===== src/rtl/chess_pkg.sv =====
// chess_pkg: piece codes, colour bits, RGB palette and 8x8 sprite art for the board renderer.
package chess_pkg;
  typedef enum logic [2:0] {
    P_NONE, P_PAWN, P_KNIGHT, P_BISHOP, P_ROOK, P_QUEEN, P_KING, P_OUT
  } piece_t;
  localparam logic COL_WHITE = 1'b0;
  localparam logic COL_BLACK = 1'b1;
  localparam logic [7:0] RGB_OUTSIDE  = 8'b000_000_00;
  localparam logic [7:0] RGB_DARK     = 8'b101_000_00;
  localparam logic [7:0] RGB_LIGHT    = 8'b111_110_10;
  localparam logic [7:0] RGB_BLACK_PC = 8'b010_010_01;
  localparam logic [7:0] RGB_WHITE_PC = 8'b110_110_10;
  localparam logic [7:0] RGB_CURSOR   = 8'b000_000_11;
  localparam logic [7:0] RGB_SELECTED = 8'b111_000_00;
  localparam logic [7:0] RGB_LASTMOVE = 8'b110_101_00;
  // Top art row is the most significant byte, leftmost art pixel is the byte MSB.
  localparam logic [63:0] SPR_PAWN   = 64'h00183C3C183C7E00;
  localparam logic [63:0] SPR_KNIGHT = 64'h00183C6C1C387C00;
  localparam logic [63:0] SPR_BISHOP = 64'h0018342C18183C00;
  localparam logic [63:0] SPR_ROOK   = 64'h005A7E3C3C3C7E00;
  localparam logic [63:0] SPR_QUEEN  = 64'h00995A3C3C3C7E00;
  localparam logic [63:0] SPR_KING   = 64'h00183C183C3C7E00;

  function automatic logic sprite_bit(input logic [2:0] piece, input logic [2:0] ar,
                                      input logic [2:0] ac);
    logic [63:0] s;
    s = (piece == P_PAWN)   ? SPR_PAWN   :
        (piece == P_KNIGHT) ? SPR_KNIGHT :
        (piece == P_BISHOP) ? SPR_BISHOP :
        (piece == P_ROOK)   ? SPR_ROOK   :
        (piece == P_QUEEN)  ? SPR_QUEEN  :
        (piece == P_KING)   ? SPR_KING   : 64'h0;
    return s[~{ar, ac}];
  endfunction
endpackage


===== src/rtl/vga_timing_gen.sv =====
// vga_timing_gen: parametrised H/V pixel counters with raw sync, active and end-of-frame flags.
module vga_timing_gen
  import chess_pkg::*;
#(
  parameter int   H_ACTIVE    = 640,
  parameter int   H_FP        = 16,
  parameter int   H_SYNC      = 96,
  parameter int   H_BP        = 48,
  parameter int   V_ACTIVE    = 480,
  parameter int   V_FP        = 10,
  parameter int   V_SYNC      = 2,
  parameter int   V_BP        = 33,
  parameter logic SYNC_ACTIVE = 1'b0,
  parameter int   XW          = 10,
  parameter int   YW          = 10
) (
  input  logic          CLK,
  input  logic          RESET,
  output logic [XW-1:0] x,
  output logic [YW-1:0] y,
  output logic          hsync,
  output logic          vsync,
  output logic          active,
  output logic          frame_last
);
  localparam int HT = H_ACTIVE + H_FP + H_SYNC + H_BP;
  localparam int VT = V_ACTIVE + V_FP + V_SYNC + V_BP;
  logic x_end, y_end;
  assign x_end = x == XW'(HT - 1);
  assign y_end = y == YW'(VT - 1);
  assign frame_last = x_end && y_end;
  assign active = (x < XW'(H_ACTIVE)) && (y < YW'(V_ACTIVE));
  assign hsync = ((x >= XW'(H_ACTIVE + H_FP)) && (x < XW'(H_ACTIVE + H_FP + H_SYNC))) ?
                 SYNC_ACTIVE : !SYNC_ACTIVE;
  assign vsync = ((y >= YW'(V_ACTIVE + V_FP)) && (y < YW'(V_ACTIVE + V_FP + V_SYNC))) ?
                 SYNC_ACTIVE : !SYNC_ACTIVE;

  always_ff @(posedge CLK or posedge RESET)
    if (RESET) begin
      x <= '0;
      y <= '0;
    end else begin
      x <= x_end ? '0 : x + 1'b1;
      if (x_end) y <= y_end ? '0 : y + 1'b1;
    end
endmodule


===== src/rtl/board_renderer_pipe.sv =====
// board_renderer_pipe: 3-stage pipelined 8x8 chess board VGA renderer with flip, last-move
// highlight and blinking cursor, drawing each frame from a shadow copy of the game state.
module board_renderer_pipe
  import chess_pkg::*;
#(
  parameter int   H_ACTIVE     = 640,
  parameter int   H_FP         = 16,
  parameter int   H_SYNC       = 96,
  parameter int   H_BP         = 48,
  parameter int   V_ACTIVE     = 480,
  parameter int   V_FP         = 10,
  parameter int   V_SYNC       = 2,
  parameter int   V_BP         = 33,
  parameter logic SYNC_ACTIVE  = 1'b0,
  parameter int   BOARD_X0     = 120,
  parameter int   BOARD_Y0     = 40,
  parameter int   SQ_SIZE      = 50,
  parameter int   BORDER       = 5,
  parameter int   ART_SCALE    = 5,
  parameter int   BLINK_FRAMES = 30
) (
  input  logic         CLK,
  input  logic         RESET,
  input  logic [255:0] BOARD,
  input  logic [5:0]   CURSOR_ADDR,
  input  logic [5:0]   SELECT_ADDR,
  input  logic         SELECT_EN,
  input  logic [5:0]   LAST_FROM,
  input  logic [5:0]   LAST_TO,
  input  logic         LAST_EN,
  input  logic         FLIP,
  output logic         HSYNC,
  output logic         VSYNC,
  output logic [2:0]   R,
  output logic [2:0]   G,
  output logic [1:0]   B,
  output logic         FRAME_START
);
  localparam int HT = H_ACTIVE + H_FP + H_SYNC + H_BP;
  localparam int VT = V_ACTIVE + V_FP + V_SYNC + V_BP;
  localparam int XW = $clog2(HT);
  localparam int YW = $clog2(VT);
  localparam int OW = $clog2(SQ_SIZE);
  localparam int AW = $clog2(ART_SCALE + 1);
  localparam int BW = $clog2(BLINK_FRAMES + 1);

  logic [XW-1:0] x;
  logic [YW-1:0] y;
  logic hs_raw, vs_raw, act_raw, frame_last;

  vga_timing_gen #(
    .H_ACTIVE(H_ACTIVE), .H_FP(H_FP), .H_SYNC(H_SYNC), .H_BP(H_BP),
    .V_ACTIVE(V_ACTIVE), .V_FP(V_FP), .V_SYNC(V_SYNC), .V_BP(V_BP),
    .SYNC_ACTIVE(SYNC_ACTIVE), .XW(XW), .YW(YW)
  ) u_timing (
    .CLK(CLK), .RESET(RESET), .x(x), .y(y), .hsync(hs_raw), .vsync(vs_raw),
    .active(act_raw), .frame_last(frame_last)
  );

  logic [255:0]  sh_board;
  logic [5:0]    sh_cur, sh_sel, sh_from, sh_to;
  logic          sh_sel_en, sh_last_en, sh_flip, blink, blink_wrap;
  logic [BW-1:0] blink_cnt;
  assign blink_wrap = blink_cnt == BW'(BLINK_FRAMES - 1);

  always_ff @(posedge CLK or posedge RESET)
    if (RESET) begin
      sh_board   <= '0;
      sh_cur     <= '0;
      sh_sel     <= '0;
      sh_from    <= '0;
      sh_to      <= '0;
      sh_sel_en  <= 1'b0;
      sh_last_en <= 1'b0;
      sh_flip    <= 1'b0;
      blink_cnt  <= '0;
      blink      <= 1'b0;
    end else if (frame_last) begin
      sh_board   <= BOARD;
      sh_cur     <= CURSOR_ADDR;
      sh_sel     <= SELECT_ADDR;
      sh_from    <= LAST_FROM;
      sh_to      <= LAST_TO;
      sh_sel_en  <= SELECT_EN;
      sh_last_en <= LAST_EN;
      sh_flip    <= FLIP;
      blink_cnt  <= blink_wrap ? '0 : blink_cnt + 1'b1;
      blink      <= blink ^ blink_wrap;
    end

  // S1: square/offset/art sub-counters step along with the pixel counters instead of dividing.
  logic [OW-1:0] ox, oy, ox_n, oy_n;
  logic [2:0]    cx, cy, cx_n, cy_n, ax, ay, ax_n, ay_n;
  logic [AW-1:0] sx, sy, sx_n, sy_n;
  logic          x0, xw, xa0, y0, yw, ya0;
  logic          s1_inb, s1_act, s1_hs, s1_vs, s1_fs;

  always_comb begin
    x0   = x == XW'(BOARD_X0);
    xw   = ox == OW'(SQ_SIZE - 1);
    ox_n = (x0 || xw) ? '0 : ox + 1'b1;
    cx_n = x0 ? '0 : cx + 3'(xw);
    xa0  = ox_n == OW'(BORDER);
    sx_n = (xa0 || sx == AW'(ART_SCALE - 1)) ? '0 : sx + 1'b1;
    ax_n = xa0 ? '0 : ax + 3'(sx == AW'(ART_SCALE - 1));
    y0   = y == YW'(BOARD_Y0);
    yw   = oy == OW'(SQ_SIZE - 1);
    oy_n = (y0 || yw) ? '0 : oy + 1'b1;
    cy_n = y0 ? '0 : cy + 3'(yw);
    ya0  = oy_n == OW'(BORDER);
    sy_n = (ya0 || sy == AW'(ART_SCALE - 1)) ? '0 : sy + 1'b1;
    ay_n = ya0 ? '0 : ay + 3'(sy == AW'(ART_SCALE - 1));
  end

  always_ff @(posedge CLK or posedge RESET)
    if (RESET) begin
      {ox, cx, ax, sx, oy, cy, ay, sy} <= '0;
      s1_inb <= 1'b0;
      s1_act <= 1'b0;
      s1_fs  <= 1'b0;
      s1_hs  <= !SYNC_ACTIVE;
      s1_vs  <= !SYNC_ACTIVE;
    end else begin
      ox <= ox_n;
      cx <= cx_n;
      ax <= ax_n;
      sx <= sx_n;
      if (x == '0) begin
        oy <= oy_n;
        cy <= cy_n;
        ay <= ay_n;
        sy <= sy_n;
      end
      s1_inb <= (x >= XW'(BOARD_X0)) && (x < XW'(BOARD_X0 + 8 * SQ_SIZE)) &&
                (y >= YW'(BOARD_Y0)) && (y < YW'(BOARD_Y0 + 8 * SQ_SIZE));
      s1_act <= act_raw;
      s1_fs  <= (x == '0) && (y == '0);
      s1_hs  <= hs_raw;
      s1_vs  <= vs_raw;
    end

  // S2: flip to board index, look up the square and sprite, precompute priority flags.
  logic [5:0] idx;
  logic [3:0] sq;
  logic s2_vis, s2_border, s2_cur, s2_sel, s2_last, s2_spr, s2_black, s2_out, s2_dark;
  logic s2_hs, s2_vs, s2_fs;

  always_comb begin
    idx = sh_flip ? {~cy, ~cx} : {cy, cx};
    sq  = sh_board[{idx, 2'b00} +: 4];
  end

  always_ff @(posedge CLK or posedge RESET)
    if (RESET) begin
      {s2_vis, s2_border, s2_cur, s2_sel, s2_last, s2_spr, s2_black, s2_out, s2_dark} <= '0;
      s2_fs <= 1'b0;
      s2_hs <= !SYNC_ACTIVE;
      s2_vs <= !SYNC_ACTIVE;
    end else begin
      s2_vis    <= s1_act && s1_inb;
      s2_border <= (ox < OW'(BORDER)) || (ox >= OW'(SQ_SIZE - BORDER)) ||
                   (oy < OW'(BORDER)) || (oy >= OW'(SQ_SIZE - BORDER));
      s2_cur    <= blink && (idx == sh_cur);
      s2_sel    <= sh_sel_en && (idx == sh_sel);
      s2_last   <= sh_last_en && ((idx == sh_from) || (idx == sh_to));
      s2_spr    <= sprite_bit(sq[2:0], ay, ax);
      s2_black  <= sq[3] == COL_BLACK;
      s2_out    <= sq[2:0] == P_OUT;
      s2_dark   <= cy[0] ^ cx[0];
      s2_fs     <= s1_fs;
      s2_hs     <= s1_hs;
      s2_vs     <= s1_vs;
    end

  // S3: colour priority mux.
  logic [7:0] sq_rgb, bord_rgb, int_rgb, rgb_n;

  always_comb begin
    sq_rgb   = s2_dark ? RGB_DARK : RGB_LIGHT;
    bord_rgb = s2_cur ? RGB_CURSOR : s2_sel ? RGB_SELECTED : s2_last ? RGB_LASTMOVE : sq_rgb;
    int_rgb  = s2_out ? RGB_OUTSIDE :
               s2_spr ? (s2_black ? RGB_BLACK_PC : RGB_WHITE_PC) :
               s2_last ? RGB_LASTMOVE : sq_rgb;
    rgb_n    = !s2_vis ? RGB_OUTSIDE : s2_border ? bord_rgb : int_rgb;
  end

  always_ff @(posedge CLK or posedge RESET)
    if (RESET) begin
      {R, G, B}   <= '0;
      FRAME_START <= 1'b0;
      HSYNC       <= !SYNC_ACTIVE;
      VSYNC       <= !SYNC_ACTIVE;
    end else begin
      {R, G, B}   <= rgb_n;
      FRAME_START <= s2_fs;
      HSYNC       <= s2_hs;
      VSYNC       <= s2_vs;
    end
endmodule


===== config.mk =====
export PLATFORM = sky130hd
export DESIGN_NAME = board_renderer_pipe
export DESIGN_NICKNAME = d
export VERILOG_FILES = /design/src/rtl/chess_pkg.sv /design/src/rtl/vga_timing_gen.sv /design/src/rtl/board_renderer_pipe.sv
export SDC_FILE = /design/constraint.sdc
export NUM_CORES = 1
export LEC_CHECK = 0
export CORE_ASPECT_RATIO = 0.8
export CORE_MARGIN = 8
export CORE_UTILIZATION = 50
export CTS_BUF_LIST = sky130_fd_sc_hd__clkbuf_8
export DETAILED_ROUTE_END_ITERATION = 8
export PLACE_DENSITY = 0.75
export SYNTH_ARGS = -nofsm -noshare
export SYNTH_HDL_FRONTEND = slang
export SYNTH_HIERARCHICAL = 1
export SYNTH_SLANG_ARGS = --single-unit

===== constraint.sdc =====
create_clock -name CLK -period 13.62 [get_ports CLK]
set_input_delay 1.362 -clock CLK [delete_from_list [all_inputs] [get_ports CLK]]
set_output_delay 1.362 -clock CLK [all_outputs]
set_load 0.01 [all_outputs]

==> Flow_metrics.wiki, run 1 <==
{| class="wikitable"
! Metric !! Value
|-
| Instance count along the most critical hold path || 0
|-
| Fraction of final layout cells sized beyond drive strength 1 || 27.4%
|-
| Total internal power || approximately 1.7 mW
|-
| Launch point of the critical path || cx[0]$_DFF_PP0_
|-
| RR Endpoint || s2_spr$_DFF_PP0_
|-
| Cells after Synth || approximately 1400
|-
| Antenna violations before repair || 11
|-
| Worst endpoint data arrival time || around 5.4 ns
|-
| Leak || approximately 10 nW
|-
| Placer's final routability congestion estimate || between 0.8 and 0.9
|-
| Finished Core Util || between 60% and 70%
|-
| Outcome || finished, final reports clean
|-
| Fraction of power consumed by the clock network || between 40% and 50%
|-
| Number of placement rows || 63
|-
| Power after layout || about 2.2 mW
|-
| Synth area leaders || dfrtp_1 (49%), mux2_2 (18%), mux4_2 (6.9%)
|-
| Unique masters post-synth || between 80 and 90
|-
| Count of unresolved DRC violations after routing || 0
|-
| Maximum frequency from static timing analysis || between 0.2 and 0.25 GHz
|-
| Avg Cell Area, Syn || approximately 13 um2
|-
| GRT Util Overall || roughly a quarter
|-
| Final #Nets || 2022
|-
| R2r startpoint || cx[0]$_DFF_PP0_
|-
| Largest net degree at the start of global routing || 126
|-
| Multiplexer share of the synthesized area || about a quarter
|-
| Worst Reg2Reg Path Length in Cells || 11
|-
| Ys flop type || dfrtp_1
|-
| Fraction of synthesized cell area in xor and xnor cells || about 2.3%
|-
| Core Area || approximately 37000 um2
|-
| Reg-to-reg setup timing slack || between 8 and 9 ns
|-
| Die Height || about 190 um
|-
| Area growth syn-to-layout || 24.3%
|-
| Type of the worst setup path || reg2reg
|-
| Max H-tree Level || 2
|-
| Number of DRC markers in iteration 0 || around 1100
|-
| Number of maximum-capacitance constraint violations || 0
|-
| CTS Root Buffer Type || clkbuf_8
|-
| Crit-path max FO || 76
|-
| Clock Pin Slew Worst Setup and Hold Paths || 0.06 ns
|-
| Max-slew headroom || a little over a fifth
|-
| Number of iterations in the first detailed-routing pass || 7
|-
| Min Hold Slack || roughly 0.35 ns
|-
| Min Clock Period, post-route || around 4.9 ns
|-
| Setup Total Neg Slack || 0 ns
|-
| Count of final max-slew check failures || 0
|-
| Total clock sinks || 367
|-
| I/O Buffers || 295
|-
| Share of async-settable or async-resettable flops after synthesis || 100%
|-
| Average wire length per cell after detail routing || 22.7 um
|-
| Post-synthesis cell type with the largest combined area || dfrtp_1
|-
| Number of enable-type register cells in the synthesized netlist || 0
|-
| Hold EP || s2_fs$_DFF_PP0_
|-
| Final period util || a little over a third
|-
| Sequential fraction of the synthesis area || approximately 50%
|-
| Chip Width || ~230 um
|-
| Count of filler cells inserted in the layout || 2849
|-
| Transition time at the pin with the least slew margin || between 1 and 1.5 ns
|-
| Post-synth net total || ~1700
|-
| Number of storage elements in the synthesis netlist || roughly 370
|-
| Post-synthesis share of cell area spent on and, or, nand and nor gates || roughly 9%
|-
| Unrepaired setup endpoints after global routing || false
|-
| Via count of the first global-routing pass || roughly 14000
|-
| Final setup violating endpoints || 0
|-
| Setup clock skew after layout || roughly 0.06 ns
|-
| Dpl hpwl || 37.0 mm
|-
| Overflow left after global routing || 0
|-
| Antenna-violating nets left || 0
|-
| Post-CTS setup repair buffer count || 0
|-
| Highest ir drop seen on vdd || approximately 0.000069 V
|-
| Worst min-delay path class || reg2reg
|-
| Net switching component of the power || 0.487 mW
|-
| Max Buffers Root-to-Sink || 3
|-
| CP Data Required Time || 14.11 ns
|-
| Combinational fraction of design power || 5.2%
|-
| Total I/O pin count || 296
|-
| Hold Violations, Final || 0
|-
| Share of Yosys cell area claimed by the top area cell type || between 40 and 50%
|-
| Wire length of the first global-routing pass || ~80 mm
|-
| Fraction of the mapped netlist area in adder cells || under 10%
|-
| Total Wirelength || around 51 mm
|-
| Effective utilization at floorplan || 50.2%
|-
| Sequential group share of total power || 50.6%
|-
| Via Count || 13100
|-
| TritonCTS clock tree || yes
|-
| Synthesized-area fraction occupied by ao, oa, aoi and oai cells || approximately 8%
|-
| Post-CTS resize count || 0
|-
| Cell Pwr Density || 94.2 nW/um2
|-
| Start point of the worst min-delay path || s1_fs$_DFF_PP0_
|-
| Synthesized cell area || between 15000 and 20000 um2
|-
| CP Capture Type || flip-flop
|-
| Cts-stage hold buffer count || 0
|-
| Number of CTS-inserted buffers || 58
|-
| Later-pin clock latency in the skew report || 0.65 ns
|-
| Category of the worst setup path launch point || flip-flop
|-
| Area of the die || ~43000 um2
|-
| Dominant combinational cell family by area after synthesis || multiplexers
|-
| Number of warnings printed during yosys synthesis || 6
|-
| Switching Share || between 20% and 30%
|-
| Via-to-Cell Ratio || about 5.8
|}
## critical path, cell delays in order, from the launching register on
cell      delay (ns)
dfrtp_4         0.83
xnor2_4         0.71
buf_4           0.46
mux4_2          0.55
mux2_2          0.28
o22ai_1         0.18
a21o_1          0.19
and2_1          0.49
o21ai_0         0.26
o41ai_1         0.33
o32ai_1         0.15
o311ai_1        0.25
## stage by stage
| step | instances | cell area (um2) | setup slack [ns] |
|---|---|---|---|
| after global routing | 2249 | 22900 | 8.34 |
| after floorplan | 1435 | 18400 | 2.65 |
| final | 2251 | 22900 | 8.75 |
| after detailed placement | 2140 | 21700 | 8.76 |
| after global placement | 2140 | 21700 | 8.81 |
| after CTS | 2247 | 22800 | 8.69 |
## layout make-up
type	instances	area, um2	area share (%)
Timing Repair Buffer	308	3050	13.3
Clock buffer	73	1000	4.40
Multi-Input combinational cell	946	8670	37.9
Sequential cell	367	9200	40.2
Antenna cell	4	10.0	0.0438
Inverter	32	128	0.558
Clock inverter	34	190	0.832
Tap cell	487	609	2.67
## worst max path at each step
stage,cells after the start,endpoint,slack [ns]
global route,12,s2_spr$_DFF_PP0_,8.34
global placement,11,s2_spr$_DFF_PP0_,8.81
CTS,11,s2_spr$_DFF_PP0_,8.69
finish,11,s2_spr$_DFF_PP0_,8.75
detailed placement,11,s2_spr$_DFF_PP0_,8.76
floorplan,1,B[0]$_DFF_PP0_,2.65
## synth_stat cells (28+ instances only)
| cell | number |
|---|---|
| mux4_2 | 56 |
| clkbuf_1 | 50 |
| nand2_1 | 68 |
| o21ai_0 | 40 |
| nor2_1 | 53 |
| mux2_2 | 288 |
| o22ai_1 | 34 |
| dfrtp_1 | 361 |
| mux2i_1 | 29 |
| xnor2_1 | 28 |
| inv_1 | 32 |
| nand3_1 | 32 |
## power groups by stage
stage	registers [mW]	logic, mW	clock network, mW
finish	1.09	0.112	0.952
global route	1.09	0.120	1.03
CTS	1.09	0.113	0.978
detailed placement	1.11	0.113	0
global placement	1.11	0.112	0
floorplan	1.11	0.0164	0
## kinds of logic (layout without fill, tap and decap cells)
| family | Yosys count | in the layout |
|---|---|---|
| mux | 373 | 373 |
| flops | 367 | 367 |
| simple gates | 300 | 300 |
| compound gates | 201 | 201 |
| buf+inv | 122 | 447 |
| xor+xnor | 48 | 48 |
| fa+ha+maj | 24 | 24 |
| other cells | 0 | 4 |
## placed cells by master, fill, tap and decap left out, drive strengths merged, types with 32 or more instances in the layout
master         count
dfrtp            361
clkdlybuf4s50    295
mux2             288
clkbuf            73
nand2             68
mux4              56
nor2              55
inv               54
o21ai             40
o22ai             34
nand3             32
## sequential cells by signal (all words and copies together) (netlist names), 5 cells and up
name        flops
u_timing/y     10
sh_sel          6
oy              6
sh_to           6
u_timing/x     10
ox              6
sh_cur          6
blink_cnt       5
sh_from         6
sh_board      256
## metal layers
metal	track usage [%]	wire length, um	vias to the layer above
li1	-	-	5916
met1	31.7	22200	6575
met2	35.3	22800	468
met3	7.88	4410	113
met4	8.27	1520	16
met5	0	109	-
Power figures use the tool's default switching activity.
==> inputs of run 2 (changes only) <==
clock period = 5 ns   (was 13.62 ns; I/O delays follow)
==> Flow_metrics.wiki, run 2 (same netlist as run 1, synthesis figures left out) <==
{| class="wikitable"
! Metric !! Value
|-
| Effective utilization at floorplan || 50.2% (unchanged)
|-
| Hold Violations, Final || 0 (unchanged)
|-
| Post-CTS setup repair buffer count || 0 (unchanged)
|-
| Later-pin clock latency in the skew report || 0.63 ns (-0.02 ns)
|-
| RR Endpoint || s2_spr$_DFF_PP0_
|-
| Area of the die || 43200 um2 (unchanged)
|-
| Min Clock Period, post-route || 4.24 ns (-0.632 ns)
|-
| Count of final max-slew check failures || 0 (unchanged)
|-
| Dpl hpwl || 37.5 mm (+1.1%)
|-
| Final setup violating endpoints || 0 (unchanged)
|-
| Post-CTS resize count || 0 (unchanged)
|-
| Combinational fraction of design power || 5.3% (about the same)
|-
| Sequential group share of total power || 51.9% (+1.3 points)
|-
| Count of unresolved DRC violations after routing || 0 (unchanged)
|-
| Fraction of final layout cells sized beyond drive strength 1 || 27.4% (+0.046 points)
|-
| Switching Share || 22.7% (+0.056 points)
|-
| Wire length of the first global-routing pass || 79.9 mm (-0.55%)
|-
| Flip-flop count of the largest register, all copies and words added || 256 (unchanged)
|-
| CP Data Required Time || 5.48 ns (-8.63 ns)
|-
| Final #Nets || 2030 (+0.40%)
|-
| Largest net degree at the start of global routing || 170 (+35%)
|-
| CP cell instances || xor2_2, buf_4, mux4_2, a221oi_1, a21o_1, and2_1, a21boi_0, o31a_1, o32ai_1, o311ai_1
|-
| Worst endpoint data arrival time || 4.73 ns (-0.63 ns)
|-
| Area growth syn-to-layout || 24.4% (about the same)
|-
| Unrepaired setup endpoints after global routing || false
|-
| Setup clock skew after layout || 0.0184 ns (-0.0401 ns)
|-
| Antenna diode count || 0 (-4)
|-
| Die Height || 188 um (unchanged)
|-
| Commonest non-fill, non-tap cell in the layout || dfrtp_1
|-
| TritonCTS clock tree || yes
|-
| Start point of the worst min-delay path || s2_fs$_DFF_PP0_
|-
| Number of placement rows || 63 (unchanged)
|-
| Total clock sinks || 367 (unchanged)
|-
| I/O Buffers || 295 (unchanged)
|-
| Net switching component of the power || 1.30 mW (+170%)
|-
| Final period util || 84.8% (+49 points)
|-
| Worst min-delay path class || reg2reg
|-
| Power after layout || 5.72 mW (+170%)
|-
| Post-place setup slack || 0.837 ns (-7.93 ns)
|-
| Transition time at the pin with the least slew margin || 1.01 ns (-0.167 ns)
|-
| Total I/O pin count || 296 (unchanged)
|-
| Total Wirelength || 50.4 mm (-1.2%)
|-
| Fraction of power consumed by the clock network || 42.8% (-1.4 points)
|-
| Delay contributed by the slowest stage of the critical path || 0.81 ns (-0.02 ns)
|-
| Post-route setup slack || 0.758 ns (-7.99 ns)
|-
| Hold EP || FRAME_START$_DFF_PP0_
|-
| Category of the worst setup path launch point || flip-flop
|-
| Worst Reg2Reg Path Length in Cells || 10 (-1)
|-
| Highest ir drop seen on vdd || 0.000186 V (+170%)
|-
| Crit-path slowest cell || dfrtp_2
|-
| Outcome || finished, final reports clean
|-
| Placer's final routability congestion estimate || 0.918 (+9.0%)
|-
| Maximum frequency from static timing analysis || 0.236 GHz (+15%)
|-
| GRT Util Overall || 23.2% (-0.28 points)
|-
| Registers with the most flip-flops || sh_board x256, u_timing/x x10, u_timing/y x10
|-
| Antenna violations before repair || 9 (-2)
|-
| R2r startpoint || sh_flip$_DFFE_PP0P_
|-
| Instance count along the most critical hold path || 0 (unchanged)
|-
| Reg-to-reg setup timing slack || 0.76 ns (-7.99 ns)
|-
| Leak || 10.3 nW (+0.34%)
|-
| Number of iterations in the first detailed-routing pass || 5 (-2)
|-
| Cts-stage hold buffer count || 0 (unchanged)
|-
| Top library cells by usage in the layout, fill and taps aside || dfrtp_1 (357), clkdlybuf4s50_1 (295), mux2_2 (288)
|-
| Overflow left after global routing || 0 (unchanged)
|-
| Max Buffers Root-to-Sink || 3 (unchanged)
|-
| Via count of the first global-routing pass || 13700 (-0.54%)
|-
| Crit-path max FO || 24 (-68%)
|-
| Total internal power || 4.42 mW (+170%)
|-
| Number of DRC markers in iteration 0 || 1001 (-7.5%)
|-
| Via Count || 13100 (+0.41%)
|-
| Antenna-violating nets left || 0 (unchanged)
|-
| Max-slew headroom || 32.3% (+11 points)
|-
| Min Hold Slack || 0.347 ns (+0.000126 ns)
|-
| CP Capture Type || flip-flop
|-
| Number of maximum-capacitance constraint violations || 0 (unchanged)
|-
| Type of the worst setup path || reg2reg
|-
| Number of CTS-inserted buffers || 57 (-1.7%)
|-
| Chip Width || 230 um (unchanged)
|-
| Cell Pwr Density || 250 nW/um2 (+170%)
|-
| Core Area || 36700 um2 (unchanged)
|-
| Clock Pin Slew Worst Setup and Hold Paths || 0.07 ns (about the same)
|-
| Average wire length per cell after detail routing || 22.4 um (-1.3%)
|-
| Top reg by flops || sh_board
|-
| CTS Root Buffer Type || clkbuf_8
|-
| Via-to-Cell Ratio || 5.83 (+0.23%)
|-
| Max H-tree Level || 2 (unchanged)
|}
[run 2: cell types whose count changed in the layout (fill, tap and decap cells not counted), sizes merged]
cell	before	now
diode	4	0
inv	54	58
bufinv	1	0
buf	13	22
clkbuf	73	69
[run 2: worst max-delay path: cells and delay by family, from the launching register on]
family                    cells  cell delay [ns]
muxes                         1             0.30
DFF                           1             0.81
xor gates and xnor gates      1             0.58
and+or+nand+nor               1             0.47
AOI/OAI and AO/OA             6             1.64
buffers and inverters         1             0.28
[run 2: metal layers]
| metal | part of all wire (%) | wire length [um] | GRT usage [%] | vias to the layer above |
|---|---|---|---|---|
| met4 | 1.8 | 920 | 5.77 | 16 |
| met5 | 0.20 | 102 | 0 | - |
| met2 | 45 | 22800 | 35.2 | 526 |
| li1 | - | - | - | 5912 |
| met3 | 8.5 | 4270 | 6.86 | 80 |
| met1 | 44 | 22300 | 32.6 | 6608 |
[run 2: stage by stage]
step	setup TNS (ns)	utilization [%]	std cells	cell area [um2]
after floorplan	-47.59	-	1435	18400
after global placement	0	59.4	2149	21800
after detailed placement	0	59.4	2149	21800
after CTS	0	62.4	2255	22900
after global routing	0	62.4	2255	22900
final	0	62.4	2255	22900
[run 2: worst max path at each step]
| stage | from | end |
|---|---|---|
| final | sh_flip$_DFFE_PP0P_ | s2_spr$_DFF_PP0_ |
| after global routing | sh_flip$_DFFE_PP0P_ | s2_spr$_DFF_PP0_ |
| after CTS | sh_flip$_DFFE_PP0P_ | s2_spr$_DFF_PP0_ |
| after detailed placement | sh_flip$_DFFE_PP0P_ | s2_spr$_DFF_PP0_ |
| after global placement | sh_flip$_DFFE_PP0P_ | s2_spr$_DFF_PP0_ |
| after floorplan | RESET | B[0]$_DFF_PP0_ |
[run 2: power groups by stage]
stage	registers (mW)	logic, mW	clock network (mW)
finish	2.97	0.302	2.45
global route	2.97	0.325	2.64
CTS	2.97	0.307	2.51
detailed placement	3.02	0.305	0
global placement	3.02	0.304	0
floorplan	3.03	0.0452	0
[run 2: layout make-up]
class                           instances  area [um2]
Timing Repair Buffer                  317        3160
Sequential cell                       367        9200
Clock buffer                           69         950
Tap cell                              487         609
Fill cell                            2863       13800
Clock inverter                         37         166
Inverter                               32         124
Multi-Input combinational cell        946        8670
==> inputs of run 3 (changes only) <==
clock period = 4.3 ns   (was 5 ns; I/O delays follow)
==> Flow_metrics.wiki, run 3 (same netlist as run 1, synthesis figures left out) <==
{| class="wikitable"
! Metric !! Value
|-
| Outcome || finished, final reports clean
|-
| Flip-flop count of the largest register, all copies and words added || 256 (unchanged)
|-
| Leak || 10.5 nW (+1.4%)
|-
| Effective utilization at floorplan || 50.2% (unchanged)
|-
| TritonCTS clock tree || yes
|-
| Post-CTS setup repair buffer count || 0 (unchanged)
|-
| Count of final max-slew check failures || 0 (unchanged)
|-
| Number of CTS-inserted buffers || 58 (+1.8%)
|-
| I/O Buffers || 295 (unchanged)
|-
| Cell area after placement || 21900 um2 (+0.83%)
|-
| Via count of the first global-routing pass || 13900 (+1.3%)
|-
| Clock Pin Slew Worst Setup and Hold Paths || 0.06 ns (about the same)
|-
| Registers with the most flip-flops || sh_board x256, u_timing/x x10, u_timing/y x10
|-
| CP Data Required Time || 4.76 ns (-0.72 ns)
|-
| Area of the die || 43200 um2 (unchanged)
|-
| Critical path destination || s2_spr$_DFF_PP0_
|-
| Final period util || 93.3% (+8.4 points)
|-
| Reg-to-reg setup timing slack || 0.29 ns (-0.47 ns)
|-
| Final #Nets || 2045 (+0.74%)
|-
| Via Count || 13100 (-0.30%)
|-
| Cts-stage hold buffer count || 0 (unchanged)
|-
| Later-pin clock latency in the skew report || 0.61 ns (-0.02 ns)
|-
| Placer's final routability congestion estimate || 0.910 (-0.85%)
|-
| Transition time at the pin with the least slew margin || 0.930 ns (-0.0854 ns)
|-
| Crit-path max FO || 30 (+25%)
|-
| Core Area || 36700 um2 (unchanged)
|-
| Die Height || 188 um (unchanged)
|-
| Finished Core Util || 63.4% (+1.0 points)
|-
| Unrepaired setup endpoints after global routing || false
|-
| Chip Width || 230 um (unchanged)
|-
| Delay contributed by the slowest stage of the critical path || 0.56 ns (-0.25 ns)
|-
| Power after layout || 7.06 mW (+23%)
|-
| Top reg by flops || sh_board
|-
| Number of iterations in the first detailed-routing pass || 7 (+2)
|-
| Antenna-violating nets left || 0 (unchanged)
|-
| Commonest non-fill, non-tap cell in the layout || dfrtp_1
|-
| Total clock sinks || 367 (unchanged)
|-
| Final non-filler cell area || 23200 um2 (+1.6%)
|-
| Fraction of final layout cells sized beyond drive strength 1 || 28.8% (+1.4 points)
|-
| Number of DRC markers in iteration 0 || 1054 (+5.3%)
|-
| R2r startpoint || cx[1]$_DFF_PP0_
|-
| Overflow left after global routing || 0 (unchanged)
|-
| Cell Pwr Density || 304 nW/um2 (+21%)
|-
| Number of maximum-capacitance constraint violations || 0 (unchanged)
|-
| Count of filler cells inserted in the layout || 2825 (-1.3%)
|-
| Count of unresolved DRC violations after routing || 0 (unchanged)
|-
| Total I/O pin count || 296 (unchanged)
|-
| Launch point of the critical path || cx[1]$_DFF_PP0_
|-
| Antenna diode count || 0 (unchanged)
|-
| Instance count along the most critical hold path || 0 (unchanged)
|-
| Area growth syn-to-layout || 26.4%
|-
| Hold Violations, Final || 0 (unchanged)
|-
| Worst endpoint data arrival time || 4.48 ns (-0.25 ns)
|-
| Top library cells by usage in the layout, fill and taps aside || dfrtp_1 (357), clkdlybuf4s50_1 (295), mux2_2 (288)
|-
| CP cell instances || buf_4, buf_4, and3b_1, a32oi_1, o221ai_1, o31ai_1, o2111ai_1, and2_1, buf_4, a211o_1, and3_1, o32ai_1, o311ai_1
|-
| RR Endpoint || s2_spr$_DFF_PP0_
|-
| Highest ir drop seen on vdd || 0.000210 V (+13%)
|-
| Post-CTS resize count || 0 (unchanged)
|-
| Footprint of the multi-input gates || 8670 um2 (unchanged)
|-
| Category of the worst setup path launch point || flip-flop
|-
| Largest net degree at the start of global routing || 117 (-31%)
|-
| Worst Reg2Reg Path Length in Cells || 13 (+3)
|-
| Via-to-Cell Ratio || 5.77 (-0.91%)
|-
| CP Capture Type || flip-flop
|-
| Crit-path slowest cell || dfrtp_2
|-
| GRT Util Overall || 23.5% (+0.32 points)
|-
| Average wire length per cell after detail routing || 22.7 um (+1.3%)
|-
| Max Buffers Root-to-Sink || 3 (unchanged)
|-
| Max-slew headroom || 37.9% (+5.6 points)
|-
| Wire length of the first global-routing pass || 80.5 mm (+0.79%)
|-
| Total Wirelength || 51.4 mm (+1.9%)
|-
| Register Area || 9200 um2 (unchanged)
|-
| Antenna violations before repair || 7 (-2)
|-
| Type of the worst setup path || reg2reg
|-
| Final setup violating endpoints || 0 (unchanged)
|-
| Number of placement rows || 63 (unchanged)
|-
| CTS Root Buffer Type || clkbuf_8
|-
| Maximum frequency from static timing analysis || 0.249 GHz (+5.8%)
|-
| Worst min-delay path class || reg2reg
|-
| Setup clock skew after layout || 0.0314 ns (+0.0130 ns)
|-
| Dpl hpwl || 38.6 mm (+3.1%)
|-
| Setup Total Neg Slack || 0 ns (unchanged)
|-
| Min Clock Period, post-route || 4.01 ns (-0.231 ns)
|-
| Max H-tree Level || 2 (unchanged)
|-
| Most frequent CP cell || buf_4
|}
## run 3: worst min path at each step
stage,slack (ns),start,to
6_report,0.35,s2_fs$_DFF_PP0_,FRAME_START$_DFF_PP0_
5_1_grt,0.36,s1_hs$_DFF_PP1_,s2_hs$_DFF_PP1_
4_1_cts,0.36,s2_fs$_DFF_PP0_,FRAME_START$_DFF_PP0_
3_5_place_dp,0.34,s1_fs$_DFF_PP0_,s2_fs$_DFF_PP0_
3_3_place_gp,0.34,s2_fs$_DFF_PP0_,FRAME_START$_DFF_PP0_
2_1_floorplan,0.33,s2_fs$_DFF_PP0_,FRAME_START$_DFF_PP0_
## run 3: report_power, final
part | internal [mW] | total (mW) | switching, mW
Clock | 1.86 | 3.25 | 1.38
Sequential | 3.45 | 3.45 | 0
Combinational | 0.237 | 0.360 | 0.123
## run 3: worst max-delay path, delay by kind of cell (launching register included)
family	cells	cell delay, ns
buffers and inverters	3	0.86
flip-flops	1	0.56
AND/OR/NAND/NOR	3	0.77
AO/OA/AOI/OAI	7	1.67
## run 3: final cells by class
class                   instances  area share, %
inverters                      32          0.533
clock buffers                  82           4.85
well taps                     487           2.62
flip-flops and latches        367           39.6
multi-input cells             946           37.3
clock inverters                24          0.791
repair buffers                331           14.3
## run 3: per-layer routing
layer / GRT usage, % / vias up / wire length (um)
li1: - / 5942 / -
met1: 33.0 / 6574 / 22900
met2: 35.4 / 490 / 22900
met3: 7.49 / 85 / 4480
met4: 5.69 / 12 / 1050
met5: 0 / - / 69
## run 3: through the flow
| stage | hold slack, ns | cells | setup WS [ns] |
|---|---|---|---|
| finish | 0.352 | 2269 | 0.289 |
| global route | 0.360 | 2269 | 0.0874 |
| CTS | 0.356 | 2269 | 0.387 |
| detailed placement | 0.337 | 2163 | 0.411 |
| global placement | 0.339 | 2163 | 0.409 |
| floorplan | 0.331 | 1435 | -0.770 |
